File: config.mk
export PLATFORM = sky130hd
export DESIGN_NAME = game_sequencer_flat
export DESIGN_NICKNAME = d
export VERILOG_FILES = /design/src/rtl/game_sequencer_if.sv /design/src/rtl/game_sequencer.sv /design/src/flat_wrapper.sv
export SDC_FILE = /design/constraint.sdc
export NUM_CORES = 1
export LEC_CHECK = 0
export BUFFER_PORTS_ARGS = -buffer_cell sky130_fd_sc_hd__buf_2
export CAP_MARGIN = 15
export CORE_UTILIZATION = 25
export CTS_CLUSTER_DIAMETER = 150
export DETAILED_ROUTE_END_ITERATION = 6
export PLACE_DENSITY_LB_ADDON = 0.1
export SYNTH_ARGS = -nofsm -noshare
export SYNTH_HDL_FRONTEND = slang
export SYNTH_SLANG_ARGS = --single-unit
File: constraint.sdc
create_clock -name clk -period 6.89 [get_ports clk]
set_clock_uncertainty 0.15 [all_clocks]
set_input_delay 1.7225 -clock clk [delete_from_list [all_inputs] [get_ports clk]]
set_output_delay 1.7225 -clock clk [all_outputs]
set_load 0.02 [all_outputs]
File: src/rtl/game_sequencer_if.sv
// Game sequencer bus: control inputs from the input/collision logic and
// the registered status outputs consumed by the display and motion logic.
interface game_sequencer_if;
  logic        start_btn;
  logic        pause_btn;
  logic        frame_tick;
  logic        score_in;
  logic        end_game_in;
  logic [1:0]  state;
  logic        run;
  logic        obj_respawn;
  logic [11:0] score_bcd;
  logic [11:0] hi_score_bcd;
  logic [2:0]  level;
  logic        crash_flash;

  // Stimulus side: drives buttons and collision flags, observes status.
  modport master (
    output start_btn, pause_btn, frame_tick, score_in, end_game_in,
    input  state, run, obj_respawn, score_bcd, hi_score_bcd, level, crash_flash
  );

  // Sequencer side.
  modport slave (
    input  start_btn, pause_btn, frame_tick, score_in, end_game_in,
    output state, run, obj_respawn, score_bcd, hi_score_bcd, level, crash_flash
  );
endinterface

File: src/rtl/game_sequencer.sv
// Game sequencer: IDLE/PLAY/PAUSE/OVER control for a driving game, with a
// saturating three-digit BCD score, best-score tracking, speed levels and a
// game-over lockout timed in video frames. All outputs are registered.
module game_sequencer #(
  parameter int CRASH_FRAMES = 120,
  parameter int LEVEL_STEP   = 10,
  parameter int MAX_LEVEL    = 7
) (
  input  logic             clk,
  input  logic             rst,
  game_sequencer_if.slave  bus
);

  localparam logic [1:0] ST_IDLE  = 2'd0;
  localparam logic [1:0] ST_PLAY  = 2'd1;
  localparam logic [1:0] ST_PAUSE = 2'd2;
  localparam logic [1:0] ST_OVER  = 2'd3;

  // Frame counter must hold CRASH_FRAMES and always expose bit 3 for the blink.
  localparam int FC_BITS = $clog2(CRASH_FRAMES + 1);
  localparam int FW      = (FC_BITS < 4) ? 4 : FC_BITS;
  localparam int PW      = (LEVEL_STEP < 2) ? 1 : $clog2(LEVEL_STEP);

  localparam logic [FW-1:0] FRAME_LIMIT = FW'(CRASH_FRAMES);
  localparam logic [PW-1:0] PTS_LAST    = PW'(LEVEL_STEP - 1);
  localparam logic [2:0]    LEVEL_TOP   = 3'(MAX_LEVEL);

  // Increment a three-digit BCD value, holding at 999.
  function automatic logic [11:0] bcd_inc(input logic [11:0] v);
    logic [3:0] d0, d1, d2;
    d0 = v[3:0];
    d1 = v[7:4];
    d2 = v[11:8];
    if (v != 12'h999) begin
      if (d0 != 4'd9) begin
        d0 = d0 + 4'd1;
      end else begin
        d0 = 4'd0;
        if (d1 != 4'd9) begin
          d1 = d1 + 4'd1;
        end else begin
          d1 = 4'd0;
          d2 = d2 + 4'd1;
        end
      end
    end
    return {d2, d1, d0};
  endfunction

  // Registered state
  logic [1:0]    state_q;
  logic [11:0]   score_q;
  logic [11:0]   hi_q;
  logic [2:0]    level_q;
  logic [PW-1:0] pts_q;
  logic [FW-1:0] frame_q;
  logic          start_prev, pause_prev, score_prev;
  logic          run_q, respawn_q, flash_q;

  // Next-state values
  logic [1:0]    state_n;
  logic [11:0]   score_n;
  logic [11:0]   hi_n;
  logic [2:0]    level_n;
  logic [PW-1:0] pts_n;
  logic [FW-1:0] frame_n;
  logic          respawn_n;

  logic start_edge, pause_edge, score_edge;

  assign start_edge = bus.start_btn & ~start_prev;
  assign pause_edge = bus.pause_btn & ~pause_prev;
  assign score_edge = bus.score_in  & ~score_prev;

  // Next-state and datapath decisions for every state.
  always_comb begin
    // NOTE: every variable gets a default here so no path leaves it unassigned and infers a latch.
    state_n   = state_q;
    score_n   = score_q;
    hi_n      = hi_q;
    level_n   = level_q;
    pts_n     = pts_q;
    frame_n   = frame_q;
    respawn_n = 1'b0;

    case (state_q)
      ST_IDLE: begin
        if (start_edge) begin
          state_n = ST_PLAY;
          score_n = 12'h000;
          level_n = 3'd0;
          pts_n   = '0;
        end
      end

      ST_PLAY: begin
        if (bus.end_game_in) begin
          // Crash wins: a same-cycle score edge is dropped entirely.
          state_n = ST_OVER;
          frame_n = '0;
          // Valid BCD orders the same as its numeric value, so a plain compare works.
          if (score_q > hi_q) hi_n = score_q;
        end else begin
          if (pause_edge) state_n = ST_PAUSE;
          // A score edge still counts alongside a pause edge.
          if (score_edge) begin
            respawn_n = 1'b1;
            score_n   = bcd_inc(score_q);
            if (pts_q == PTS_LAST) begin
              pts_n = '0;
              if (level_q < LEVEL_TOP) level_n = level_q + 3'd1;
            end else begin
              pts_n = pts_q + PW'(1);
            end
          end
        end
      end

      ST_PAUSE: begin
        if (pause_edge) state_n = ST_PLAY;
      end

      ST_OVER: begin
        if (bus.frame_tick && frame_q < FRAME_LIMIT) frame_n = frame_q + FW'(1);
        if (start_edge && frame_q == FRAME_LIMIT) state_n = ST_IDLE;
      end

      default: state_n = ST_IDLE;
    endcase
  end

  // Edge-detect history registers sample every cycle regardless of state.
  always_ff @(posedge clk or posedge rst) begin
    if (rst) begin
      // Button history starts high so a button held through reset must be
      // released and pressed again before it registers.
      start_prev <= 1'b1;
      pause_prev <= 1'b1;
      score_prev <= 1'b0;
    end else begin
      // NOTE: sequential state uses non-blocking assignments so all registers update from pre-edge values.
      start_prev <= bus.start_btn;
      pause_prev <= bus.pause_btn;
      score_prev <= bus.score_in;
    end
  end

  // Main state, counters and registered outputs.
  always_ff @(posedge clk or posedge rst) begin
    if (rst) begin
      state_q   <= ST_IDLE;
      score_q   <= 12'h000;
      hi_q      <= 12'h000;
      level_q   <= 3'd0;
      pts_q     <= '0;
      frame_q   <= '0;
      run_q     <= 1'b0;
      respawn_q <= 1'b0;
      flash_q   <= 1'b0;
    end else begin
      state_q   <= state_n;
      score_q   <= score_n;
      hi_q      <= hi_n;
      level_q   <= level_n;
      pts_q     <= pts_n;
      frame_q   <= frame_n;
      run_q     <= (state_n == ST_PLAY);
      respawn_q <= respawn_n;
      flash_q   <= (state_n == ST_OVER) & frame_n[3];
    end
  end

  assign bus.state        = state_q;
  assign bus.run          = run_q;
  assign bus.obj_respawn  = respawn_q;
  assign bus.score_bcd    = score_q;
  assign bus.hi_score_bcd = hi_q;
  assign bus.level        = level_q;
  assign bus.crash_flash  = flash_q;

endmodule

File: src/flat_wrapper.sv
// flat-port wrapper written by rule: the top's interface ports become plain ports
module game_sequencer_flat 
#(
  parameter int CRASH_FRAMES = 120,
  parameter int LEVEL_STEP   = 10,
  parameter int MAX_LEVEL    = 7
)
  (clk, rst, bus_start_btn, bus_pause_btn, bus_frame_tick, bus_score_in, bus_end_game_in, bus_state, bus_run, bus_obj_respawn, bus_score_bcd, bus_hi_score_bcd, bus_level, bus_crash_flash);
  game_sequencer_if bus_i ();
  input  logic clk;
  input  logic rst;
  input wire logic [$bits(bus_i.start_btn)-1:0] bus_start_btn;
  input wire logic [$bits(bus_i.pause_btn)-1:0] bus_pause_btn;
  input wire logic [$bits(bus_i.frame_tick)-1:0] bus_frame_tick;
  input wire logic [$bits(bus_i.score_in)-1:0] bus_score_in;
  input wire logic [$bits(bus_i.end_game_in)-1:0] bus_end_game_in;
  output wire logic [$bits(bus_i.state)-1:0] bus_state;
  output wire logic [$bits(bus_i.run)-1:0] bus_run;
  output wire logic [$bits(bus_i.obj_respawn)-1:0] bus_obj_respawn;
  output wire logic [$bits(bus_i.score_bcd)-1:0] bus_score_bcd;
  output wire logic [$bits(bus_i.hi_score_bcd)-1:0] bus_hi_score_bcd;
  output wire logic [$bits(bus_i.level)-1:0] bus_level;
  output wire logic [$bits(bus_i.crash_flash)-1:0] bus_crash_flash;
  assign bus_i.start_btn = bus_start_btn;
  assign bus_i.pause_btn = bus_pause_btn;
  assign bus_i.frame_tick = bus_frame_tick;
  assign bus_i.score_in = bus_score_in;
  assign bus_i.end_game_in = bus_end_game_in;
  assign bus_state = bus_i.state;
  assign bus_run = bus_i.run;
  assign bus_obj_respawn = bus_i.obj_respawn;
  assign bus_score_bcd = bus_i.score_bcd;
  assign bus_hi_score_bcd = bus_i.hi_score_bcd;
  assign bus_level = bus_i.level;
  assign bus_crash_flash = bus_i.crash_flash;
  game_sequencer #(.CRASH_FRAMES(CRASH_FRAMES), .LEVEL_STEP(LEVEL_STEP), .MAX_LEVEL(MAX_LEVEL)) u_core (.clk(clk), .rst(rst), .bus(bus_i));
endmodule
After elaboration in Yosys (flattened, before gate mapping). Index checks and enable logic that the tools add are counted.

Flip-flop bits (word level): 46. Bits of input ports: 7. Output and inout port bits: 32. Word-level logic and storage cells: 98.

$add $sub $neg: 6. Order comparisons: 3. Equality and inequality tests: 20. Mux-type cells: 35. Bitwise gates (word level): 7. Reductions and logical operators: 12.

Operator list (number): 2-to-1 mux 4 bit (12); 2-to-1 mux 12 bit (3); case mux 12 bit (2 select lines) (1); adder 4 x 1 -> 4 bit, second input constant (4); 2-to-1 mux 3 bit (5); 2-to-1 mux 7 bit (2); case mux 7 bit (2 select lines) (1); greater-than comparator 12 bit (1); != test 12 bit, second input constant (1); != test 2 x 1 -> 1 bit, second input constant (6); AND reduction 6 bit (2); 2-to-1 mux 2 bit (5); != test 2 bit, second input constant (4); != test 4 bit, second input constant (2); case mux 2 bit (4 select lines) (1); case mux 4 bit (2 select lines) (1); adder 7 x 1 -> 7 bit, second input constant (1); == test 7 bit, second input constant (1); < comparator 7 bit, second input constant (1); AND reduction 7 bit (1); == test 2 bit, second input constant (3); case mux 3 bit (2 select lines) (1); AND reduction 3 bit (2); AND reduction 5 bit (1); other kinds (11) (21).

Logic depth before layout (Yosys ltp). Gate-level depths: netlist of the first run.

Word-level depth: 7. Depth in mapped cells: 8. Mapped depth without buffers: 7.

Least setup slack after synthesis of the first run. No wires, ideal clock.

Kind: input -> register. Start: in bus_end_game_in. End: reg u_core.score_q[8] (netlist: u_core.bus.score_bcd[8]). Library setup time: 0.128 ns. Arrival: 3.130 ns. Setup slack: 3.483 ns. Cell stages on the path: 4. Cells stage by stage: or3b_4 > a211o_4 > nor4b_4 > mux2_1.

Word-level cells in the longest chain between the ends: 2.

Ends and longest elaborated chain: start, declared (RTL line flat_wrapper.sv:16) `input wire logic [$bits(bus_i.end_game_in)-1:0] bus_end_game_in;`; != test 2 bit (no line); AND reduction 7 bit (no line); end signal, assigned (RTL line game_sequencer.sv:162) `score_q <= score_n;`; end, declared (RTL line game_sequencer.sv:52) `logic [11:0] score_q;`.

Every way passes these cells. A chain may end at the register's enable or synchronous reset.

Worst setup path in the final report of the first run.
Start: in bus_end_game_in. End: reg u_core.score_q[9] (netlist: u_core.bus.score_bcd[9]).

The elaborated chain is that of the path after synthesis.

==> results by group, run 1 <==
Route
  • Total Wirelength: 5890 um
  • Pre-antenna DRT Iters: 4
  • DR vias: 1986
  • Routed Antenna Nets: 0
  • Detailed Route Iter0 Violations: 37
  • Wire length per cell: 13.8 um
  • DR vias/cell: 4.65
  • # DRC: 0

Min path
  • Hold Path Class: register to register

Placement
  • Routability cong.: 0.707
  • Hpwl dp: 4130 um
  • Area after DPL: 2940 um^2
  • Port bufs: 38
  • Dpl ws: 3.16 ns

Yosys
  • Ys Warns: 0
  • Syn avg cell area: 10.3 um^2
  • Register area share after synthesis: 44.1%
  • Synth Register Bits: 46
  • Main synth FF type: dfrtp_1
  • Synth unique cells: 48
  • Cells after Synth: 254
  • Synthesized cell area: 2610 um^2
  • Async set-reset flop share out of synthesis: 100%
  • Number of flops mapped to enable cells by yosys: 0
  • Mapped Nets: 284

Critical path
  • CP arrival: 3.42 ns
  • Worst-path fanout max: 16
  • CP Class: input port to register
  • Critical path data required time: 6.92 ns
  • CP Capture Type: register
  • R2r setup slk: 4.16 ns
  • Startpoint Class: input port

Final layout
  • Finished Cell Area: 3040 um^2
  • Antenna cells: 0
  • Area growth, synth to finish: 16.5%
  • Share of post-route cells with drive strength above 1: 22.4%
  • Final #Nets: 323
  • Filler Cell Count: 1054

GRT
  • Gr ovfl total: 0
  • Aggregate global-route resource usage: 11.3%
  • Pin count of the biggest net entering global routing: 47
  • Antenna violations before repair: 0
  • Global-route wire length before repair: 9850 um
  • Vias in the first global route: 1943

Power
  • Worst vdd ir: 0.000125 V
  • Final Power: 1.02 mW
  • Lkg Pwr: 1.41 nW
  • P per Cell Area: 334 nW/um^2

STA
  • Crit path time final: 3.39 ns
  • Count of final hold-check violations: 0
  • Unrepaired setup endpoints after global routing: false
  • Final period util: 49.1%
  • Worst Tran Pin Value: 0.664 ns
  • Hold WS: 0.362 ns
  • Final setup vio count: 0
  • Max-slew headroom: 55.6%
  • Fin. max-slew vios: 0
  • Setup TNS: 0 ns
  • Setup slack after layout: 3.50 ns
  • Highest clock rate: 295 MHz

Die
  • Core area: 9950 um^2
  • Die area: 10900 um^2
  • Starting density of the core: 26.3%
  • Ports: 39
  • Num rows: 36
  • Die Y: 104 um
  • Die Wd: 104 um

Clock tree
  • Worst skew pair latency: 0.30 ns
  • Clock root buffer: clkbuf_8
  • CTS max path bufs: 2
  • Post_cts resized: 0
  • TritonCTS clock tree: done
  • CTS Hold Bufs: 0
  • Total setup buffers inserted after CTS: 0
  • CTS Buf Count: 5
  • CTS H-tree lvls: 2
  • Reg clk slew, reported paths: 0.09 ns
  • Total clock sinks: 46

Outcome
  • Outcome: finished clean

Job
  • Max Cap Viol: 0
==> logic make-up (layout without fill, tap and decap cells) <==
group,count (synthesis),in the layout,share of synthesized area (%)
AND/OR/NAND/NOR,81,81,17.6
XOR/XNOR,1,1,0.335
flip-flops,46,46,44.1
AO/OA/AOI/OAI,54,54,14.4
multiplexers,19,19,7.90
buffers and inverters,30,70,4.60
adder cells (fa/ha/maj),23,23,11.0
==> layer usage <==
| layer | GRT usage [%] | part of all wire (%) |
|---|---|---|
| met3 | 2.44 | 3.7 |
| met2 | 18.0 | 47 |
| met1 | 15.5 | 49 |
| met4 | 2.76 | 0.66 |
| met5 | 0 | 0 |
==> critical path, cell delays in order <==
cell     delay, ns
buf_2         0.14
or3b_4        0.42
a211o_4       0.44
nor4b_4       0.34
mux2_1        0.36
==> synth_stat cells, drive strengths merged, types with 2 or more instances <==
master   count  area (um^2)
dfrtp       44         1100
ha          23          288
inv         22         82.6
o21ai       18         90.1
nand2       16         60.1
nor2        16         60.1
mux2        13          146
nand3       11         55.1
a21oi        9         45.0
nand4        8         50.1
mux2i        6         60.1
nand2b       6         37.5
o31ai        6         45.0
and2         4         25.0
buf          4         22.5
clkbuf       4         15.0
nor2b        4         25.0
o41ai        4         35.0
nor3         3         31.3
a21boi       2         15.0
a32o         2         20.0
and3         2         12.5
and4         2         17.5
dfstp        2         52.6
nand3b       2         15.0
nor4b        2         32.5
o211ai       2         15.0
o2bb2ai      2         17.5
==> stage by stage <==
| stage | utilization (%) | std cells |
|---|---|---|
| 2_1_floorplan | - | 254 |
| 3_3_place_gp | 29.5 | 418 |
| 3_5_place_dp | 29.5 | 418 |
| 4_1_cts | 30.4 | 426 |
| 5_1_grt | 30.6 | 427 |
| 6_report | 30.6 | 427 |
==> cell usage in the layout, fill, tap and decap left out, types with 2 or more instances in the layout <==
cell type	synthesis	final
a21oi_1	9	9
dfstp_2	2	2
mux2_2	11	11
buf_2	3	38
o2bb2ai_1	2	2
and4_1	2	2
inv_1	22	21
nand4_1	8	8
nor2b_1	4	4
mux2_1	2	2
nand3_1	11	11
o211ai_1	2	2
o21ai_0	18	18
nor2_1	16	16
clkbuf_1	4	2
clkbuf_8	0	5
o41ai_1	4	4
a32o_1	2	2
nand3b_1	2	2
and2_1	4	4
and3_1	2	2
o31ai_1	6	6
nand2b_1	6	6
ha_1	23	23
mux2i_1	6	6
dfrtp_1	44	44
a21boi_0	2	2
nand2_1	16	16
==> where the power goes <==
group	internal [mW]	switching [mW]	total (mW)
Combinational	0.172	0.257	0.429
Clock	0.0721	0.0953	0.167
Sequential	0.331	0.0885	0.420
Total	0.575	0.441	1.02
==> worst paths after layout <==
check | from | endpoint | depth (start not counted)
max reg2reg | u_core.bus.score_bcd[10] | u_core.bus.hi_score_bcd[7] | 6
max in group asynchronous | rst | u_core.start_prev | 3
min reg2reg | u_core.frame_q[6] | u_core.frame_q[6] | 1
min in group asynchronous | rst | u_core.bus.score_bcd[2] | 2
max | bus_end_game_in | u_core.bus.score_bcd[9] | 5
min | u_core.frame_q[6] | u_core.frame_q[6] | 1
==> state kept, by name (all words and copies together) (netlist names) <==
name                     count
u_core.pause_prev            1
u_core.bus.obj_respawn       1
u_core.bus.state             2
u_core.bus.hi_score_bcd     12
u_core.score_prev            1
u_core.bus.run               1
u_core.pts_q                 4
u_core.bus.score_bcd        12
u_core.start_prev            1
u_core.bus.crash_flash       1
u_core.frame_q               7
u_core.bus.level             3
==> cell type report <==
class	instances	area, um^2	area share (%)
clock inverters	1	7.51	0.247
flip-flops and latches	46	1150	37.9
repair buffers	40	218	7.15
clock buffers	7	76.3	2.51
well taps	133	166	5.47
inverters	22	82.6	2.71
multi-input cells	178	1340	44.0
Note: power is estimated with default switching activity, not from simulation.
==> run 2: changes to the inputs <==
==> constraint.sdc (replaced) <==
create_clock -name clk -period 3 [get_ports clk]
set_clock_uncertainty 0.15 [all_clocks]
set_input_delay 0.75 -clock clk [delete_from_list [all_inputs] [get_ports clk]]
set_output_delay 0.75 -clock clk [all_outputs]
set_load 0.02 [all_outputs]
==> run 2 against run 1 <==
Register-to-register slack worse by 3.7 ns; core utilization is 1.2 points higher; sequential power is 110% higher; via count is 3.8% higher; largest cell class unchanged; sequential share of layout area is 1.4 points lower; non-clock buffer count is 13 higher; cell area is 3.9% higher; combinational power grew to 2.6 times the previous value; critical path type is now register to register; clock power grew to 2.9 times the previous value; largest power group unchanged.
==> results by group, run 2 (same netlist as run 1, synthesis figures left out) <==
Outcome
  • Outcome: finished clean

GRT
  • Vias in the first global route: 2057 (+5.9%)
  • Aggregate global-route resource usage: 11.9% (+0.58 points)
  • Antenna violations before repair: 0 (unchanged)
  • Pin count of the biggest net entering global routing: 19 (-60%)
  • Gr ovfl total: 0 (unchanged)
  • Global-route wire length before repair: 10300 um (+5.0%)

Clock tree
  • TritonCTS clock tree: done
  • CTS H-tree lvls: 2 (unchanged)
  • Total clock sinks: 46 (unchanged)
  • Post_cts resized: 0 (unchanged)
  • CTS max path bufs: 2 (unchanged)
  • Reg clk slew, reported paths: 0.09 ns (about the same)
  • Clock root buffer: clkbuf_8
  • CTS Hold Bufs: 0 (unchanged)
  • CTS Buf Count: 5 (unchanged)
  • Total setup buffers inserted after CTS: 0 (unchanged)
  • Worst skew pair latency: 0.30 ns (about the same)

Die
  • Num rows: 36 (unchanged)
  • Ports: 39 (unchanged)
  • Starting density of the core: 26.3% (unchanged)
  • Die Wd: 104 um (unchanged)
  • Core area: 9950 um^2 (unchanged)
  • Die area: 10900 um^2 (unchanged)
  • Die Y: 104 um (unchanged)

Critical path
  • Worst-path fanout max: 12 (-4)
  • CP Capture Type: register
  • Critical path, cell by cell: inv_1 -> ha_1 -> nand3b_1 -> or4_1 -> nor3_4 -> nor4b_4 -> mux2_1
  • CP top delay family: simple AND/OR/NAND/NOR gates
  • Critical Path Max Stage Delay: 0.49 ns (+0.05 ns)
  • Crit path depth: 7 (+2)
  • Startpoint Class: register
  • CP bufs+invs: 1 (unchanged)
  • Critical path data required time: 3.03 ns (-3.89 ns)
  • Critical-path top delay cell: or4_1
  • CP Class: register to register
  • FF-to-FF path depth: 7 (+1)
  • CP arrival: 2.54 ns (-0.88 ns)

Power
  • Lkg Pwr: 1.49 nW (+5.9%)
  • P per Cell Area: 795 nW/um^2 (+140%)
  • Worst vdd ir: 0.000278 V (+120%)
  • Final Power: 2.51 mW (+150%)

Route
  • Pre-antenna DRT Iters: 4 (unchanged)
  • DR vias/cell: 4.68 (+0.71%)
  • Routed Antenna Nets: 0 (unchanged)
  • DR vias: 2061 (+3.8%)
  • Total Wirelength: 6050 um (+2.8%)
  • # DRC: 0 (unchanged)
  • Detailed Route Iter0 Violations: 36 (-2.7%)
  • Wire length per cell: 13.8 um (-0.22%)

STA
  • Max-slew headroom: 63.7% (+8.0 points)
  • Crit path time final: 2.51 ns
  • Fin. max-slew vios: 0 (unchanged)
  • Final period util: 83.7%
  • Setup TNS: 0 ns (unchanged)
  • Final setup vio count: 0 (unchanged)
  • Highest clock rate: 398 MHz
  • Unrepaired setup endpoints after global routing: false
  • Worst Tran Pin Value: 0.543 ns (-0.121 ns)
  • Count of final hold-check violations: 0 (unchanged)

Job
  • Max Cap Viol: 0 (unchanged)

Final layout
  • Share of post-route cells with drive strength above 1: 26.1% (+3.6 points)
  • Area growth, synth to finish: 21.0%
  • Commonest non-fill, non-tap cell in the layout: dfrtp_1
  • Most frequent cells in the layout: dfrtp_1 (44), buf_2 (38), ha_1 (23)
  • Final #Nets: 336 (+4.0%)
  • Antenna cells: 0 (unchanged)

Placement
  • Port bufs: 38 (unchanged)
  • Routability cong.: 0.701 (-0.76%)
  • Hpwl dp: 4450 um (+7.8%)

Min path
  • Hold Path Class: input port to asynchronous set/reset pin
[run 2: cell types whose count changed in the layout (fill, tap and decap cells not counted), sizes merged]
cell	delta
buf	+13
bufinv	+1
clkinvlp	-1
[run 2: power breakdown]
part | switching [mW] | internal (mW) | leakage, nW
Clock | 0.219 | 0.272 | 0.0585
Sequential | 0.138 | 0.762 | 0.614
Combinational | 0.675 | 0.448 | 0.817
Total | 1.03 | 1.48 | 1.49
[run 2: layer usage]
layer / share of wire (%) / GRT usage [%] / vias to the layer above
met5: 0 / 0 / -
met4: 0.48 / 2.76 / 0
met3: 3.1 / 2.38 / 2
met2: 47 / 19.8 / 39
met1: 49 / 15.8 / 994
li1: - / - / 1026
[run 2: cell type report]
class	instances	area [um^2]
flip-flops and latches	46	1150
fillers	1066	6790
inverters	22	82.6
well taps	133	166
clock buffers	7	86.3
repair buffers	53	303
multi-input cells	178	1340
clock inverters	1	30.0
[run 2: stage by stage]
| step | hold WS (ns) | setup slack [ns] | utilization [%] | cell area, um^2 | cells |
|---|---|---|---|---|---|
| floorplan | 0.316 | 0.565 | - | 2610 | 254 |
| global placement | 0.340 | 0.293 | 30.6 | 3050 | 432 |
| detailed placement | 0.333 | 0.283 | 30.6 | 3050 | 432 |
| CTS | 0.242 | 0.470 | 31.8 | 3160 | 440 |
| global route | 0.255 | 0.310 | 31.8 | 3160 | 440 |
| finish | 0.232 | 0.490 | 31.8 | 3160 | 440 |
[run 2: path summary, 6_finish.rpt]
path / startpoint / to / slack (ns)
worst max register to register: u_core.bus.score_bcd[1] / u_core.bus.score_bcd[8] / 0.49
worst max-delay path: u_core.bus.score_bcd[1] / u_core.bus.score_bcd[8] / 0.49
max in group asynchronous: rst / u_core.bus.score_bcd[10] / 1.91
worst min register to register: u_core.frame_q[6] / u_core.frame_q[6] / 0.37
worst min-delay path: rst / u_core.pts_q[1] / 0.23
min in group clk: u_core.frame_q[6] / u_core.frame_q[6] / 0.37
==> run 3: changes to the inputs <==
--- a/config.mk
+++ b/config.mk
@@ -5,6 +5,7 @@
 export SDC_FILE = /design/constraint.sdc
 export NUM_CORES = 1
 export LEC_CHECK = 0
+export ABC_AREA = 1
 export BUFFER_PORTS_ARGS = -buffer_cell sky130_fd_sc_hd__buf_2
 export CAP_MARGIN = 15
 export CORE_UTILIZATION = 25
==> constraint.sdc (replaced) <==
create_clock -name clk -period 2.1 [get_ports clk]
set_clock_uncertainty 0.15 [all_clocks]
set_input_delay 0.525 -clock clk [delete_from_list [all_inputs] [get_ports clk]]
set_output_delay 0.525 -clock clk [all_outputs]
set_load 0.02 [all_outputs]
==> run 3 against run 2 <==
Final cell count rose by 21%; die area increased by 4.6%; non-clock buffer count increased by 3; critical path depth up 2; register-to-register slack lost 0.34 ns; synthesized cell count grew 33%; sequential cell count is the same; first-iteration DRC count is 110% higher; global-route usage barely moved; cell area is 4.9% higher; highest routed layer unchanged.
==> results by group, run 3 <==
Outcome
  • Outcome: finished clean

Placement
  • Routability cong.: 0.719 (+2.6%)
  • Hpwl dp: 4810 um (+8.0%)
  • Port bufs: 38 (unchanged)

Power
  • Lkg Pwr: 1.79 nW (+20%)
  • Worst vdd ir: 0.000672 V (+140%)
  • P per Cell Area: 1280 nW/um^2 (+61%)

Critical path
  • Critical path data required time: 2.15 ns (-0.88 ns)
  • FF-to-FF Start: u_core.bus.score_bcd[5]
  • CP arrival: 1.99 ns (-0.55 ns)
  • Startpoint Class: register
  • CP Class: register to register
  • CP Capture Type: register
  • Worst-path fanout max: 9 (-3)
  • CP Launch Point: u_core.bus.score_bcd[5]

STA
  • Crit path time final: 1.95 ns (-0.562 ns)
  • Setup TNS: 0 ns (unchanged)
  • Worst Tran Pin Value: 0.446 ns (-0.0969 ns)
  • Final setup vio count: 0 (unchanged)
  • Max-slew headroom: 70.0% (+6.3 points)
  • Final period util: 92.7% (+9.1 points)
  • Count of final hold-check violations: 0 (unchanged)
  • Highest clock rate: 514 MHz (+29%)
  • Fin. max-slew vios: 0 (unchanged)
  • Unrepaired setup endpoints after global routing: false

Die
  • Starting density of the core: 26.2% (-0.10 points)
  • Num rows: 37 (+2.8%)
  • Die Wd: 107 um (+2.3%)
  • Die Y: 107 um (+2.3%)
  • Die area: 11400 um^2 (+4.6%)
  • Core area: 10500 um^2 (+5.1%)
  • Ports: 39 (unchanged)

Clock tree
  • TritonCTS clock tree: done
  • Total setup buffers inserted after CTS: 0 (unchanged)
  • CTS H-tree lvls: 2 (unchanged)
  • Worst skew pair latency: 0.30 ns (about the same)
  • CTS Buf Count: 5 (unchanged)
  • CTS max path bufs: 2 (unchanged)
  • Reg clk slew, reported paths: 0.09 ns (about the same)
  • Total clock sinks: 46 (unchanged)
  • Clock root buffer: clkbuf_8

Final layout
  • Area growth, synth to finish: 21.2%
  • Multi-input logic area: 1370 um^2 (+2.1%)
  • Filler Cell Count: 1147 (+7.6%)
  • Post-layout util: 31.7% (-0.059 points)
  • Antenna cells: 0 (unchanged)
  • Commonest non-fill, non-tap cell in the layout: nand2_1
  • FF+latch area: 1150 um^2 (unchanged)
  • Final #Nets: 426 (+27%)
  • Most frequent cells in the layout: nand2_1 (96), inv_1 (44), dfrtp_1 (44)
  • Share of post-route cells with drive strength above 1: 22.2% (-3.9 points)

Yosys
  • Synthesized cell area: 2740 um^2 (+4.7%)
  • Ys Warns: 0 (unchanged)
  • Count leader, synth: nand2_1
  • Cells after Synth: 338 (+33%)
  • Mapped Nets: 368 (+30%)
  • Synth unique cells: 31 (-35%)
  • Leading area contributor after synthesis: dfrtp_1
  • Main synth FF type: dfrtp_1
  • Synth Register Bits: 46 (unchanged)
  • Top-area cell type share of the netlist area: 40.2% (-1.9 points)
  • Area contributors post-synth: dfrtp_1 (40%), nand2_1 (13%), ha_1 (11%), inv_1 (6.2%), nand3_1 (5.1%)
  • Post-synth top cells: nand2_1 (97), inv_1 (45), dfrtp_1 (44)
  • Register area share after synthesis: 42.2% (-2.0 points)
  • Syn avg cell area: 8.10 um^2 (-21%)
  • Number of flops mapped to enable cells by yosys: 0 (unchanged)
  • Async set-reset flop share out of synthesis: 100% (unchanged)

Route
  • Total Wirelength: 6340 um (+4.8%)
  • Routed Antenna Nets: 0 (unchanged)
  • Detailed Route Iter0 Violations: 77 (+110%)
  • # DRC: 0 (unchanged)
  • Pre-antenna DRT Iters: 4 (unchanged)
  • DR vias/cell: 4.28 (-8.7%)
  • DR vias: 2279 (+11%)
  • Wire length per cell: 11.9 um (-13%)

GRT
  • Antenna violations before repair: 0 (unchanged)
  • Global-route wire length before repair: 10500 um (+1.6%)
  • Vias in the first global route: 2132 (+3.6%)
  • Pin count of the biggest net entering global routing: 27 (+8)
  • Aggregate global-route resource usage: 11.9% (+0.040 points)
  • Gr ovfl total: 0 (unchanged)

Job
  • Max Cap Viol: 0 (unchanged)

Min path
  • Hold Path Class: input port to asynchronous set/reset pin
==> run 3: changes by cell type in the layout (fill, tap and decap cells not counted), sizes merged, moves of 6 or more <==
cell	change
inv	+24
mux2	-13
mux2i	-6
nand2	+85
nand2b	-6
nand3	+21
nor2	+12
==> run 3: final cells by class <==
cell class / instances / share of cell area, %
repair buffers: 56 / 9.81
inverters: 47 / 5.70
flip-flops and latches: 46 / 34.8
multi-input cells: 240 / 41.3
well taps: 136 / 5.13
clock buffers: 8 / 3.32
==> run 3: critical path: stages, from the launching register on <==
cell      delay (ns)
dfrtp_1         0.41
buf_4           0.16
inv_1           0.05
ha_1            0.13
nand3b_1        0.19
nor2_1          0.16
nand3_2         0.23
nor2b_4         0.23
nand2_1         0.08
o21ai_2         0.05
==> run 3: final timing paths <==
check,endpoint,slack (ns),cells past startpoint
setup / recovery,u_core.bus.score_bcd[1],0.15,9
setup reg to reg,u_core.bus.score_bcd[1],0.15,9
hold reg to reg,u_core.bus.hi_score_bcd[9],0.35,2
max in group asynchronous,u_core.start_prev,1.36,3
hold / removal,u_core.bus.level[2],0.10,3
min in group clk,u_core.pause_prev,0.18,1
==> run 3: timing repair <==
item / in CTS / in global routing
endpoints found under the hold margin: 0 / 0
hold buffers: 0 / 0
setup endpoints to repair: 0 / 12
gates resized for setup: 0 / 1
==> run 3: logic make-up after synthesis <==
group / share of synthesized area, %
compound gates: 6.90
fa+ha+maj: 10.5
buf+inv: 7.91
flops: 42.2
simple gates: 29.6
xor+xnor: 2.88
==> run 3: where the power goes <==
group          switching (mW)  internal, mW  total, mW  leakage, nW
Clock                   0.308         0.333      0.641       0.0575
Sequential              0.199          1.09       1.29        0.614
Combinational            1.52         0.795       2.32         1.12
==> run 3: per-stage QoR <==
step	power, mW	hold WS, ns	cell area, um^2	worst slack (ns)	cells
2_1_floorplan	2.91	0.320	2740	0.242	338
3_3_place_gp	3.65	0.331	3200	0.127	525
3_5_place_dp	3.65	0.340	3200	0.129	525
4_1_cts	4.31	0.104	3310	0.104	533
5_1_grt	4.63	0.129	3320	0.00338	533
6_report	4.25	0.103	3320	0.153	533
==> run 3: routing by layer <==
layer  wire [um]  track usage (%)  vias to the layer above
met2        2790             18.9                       40
li1            -                -                     1202
met1        3270             16.4                     1035
met4          43             3.23                        0
met5           0                0                        -
met3         240             2.49                        2
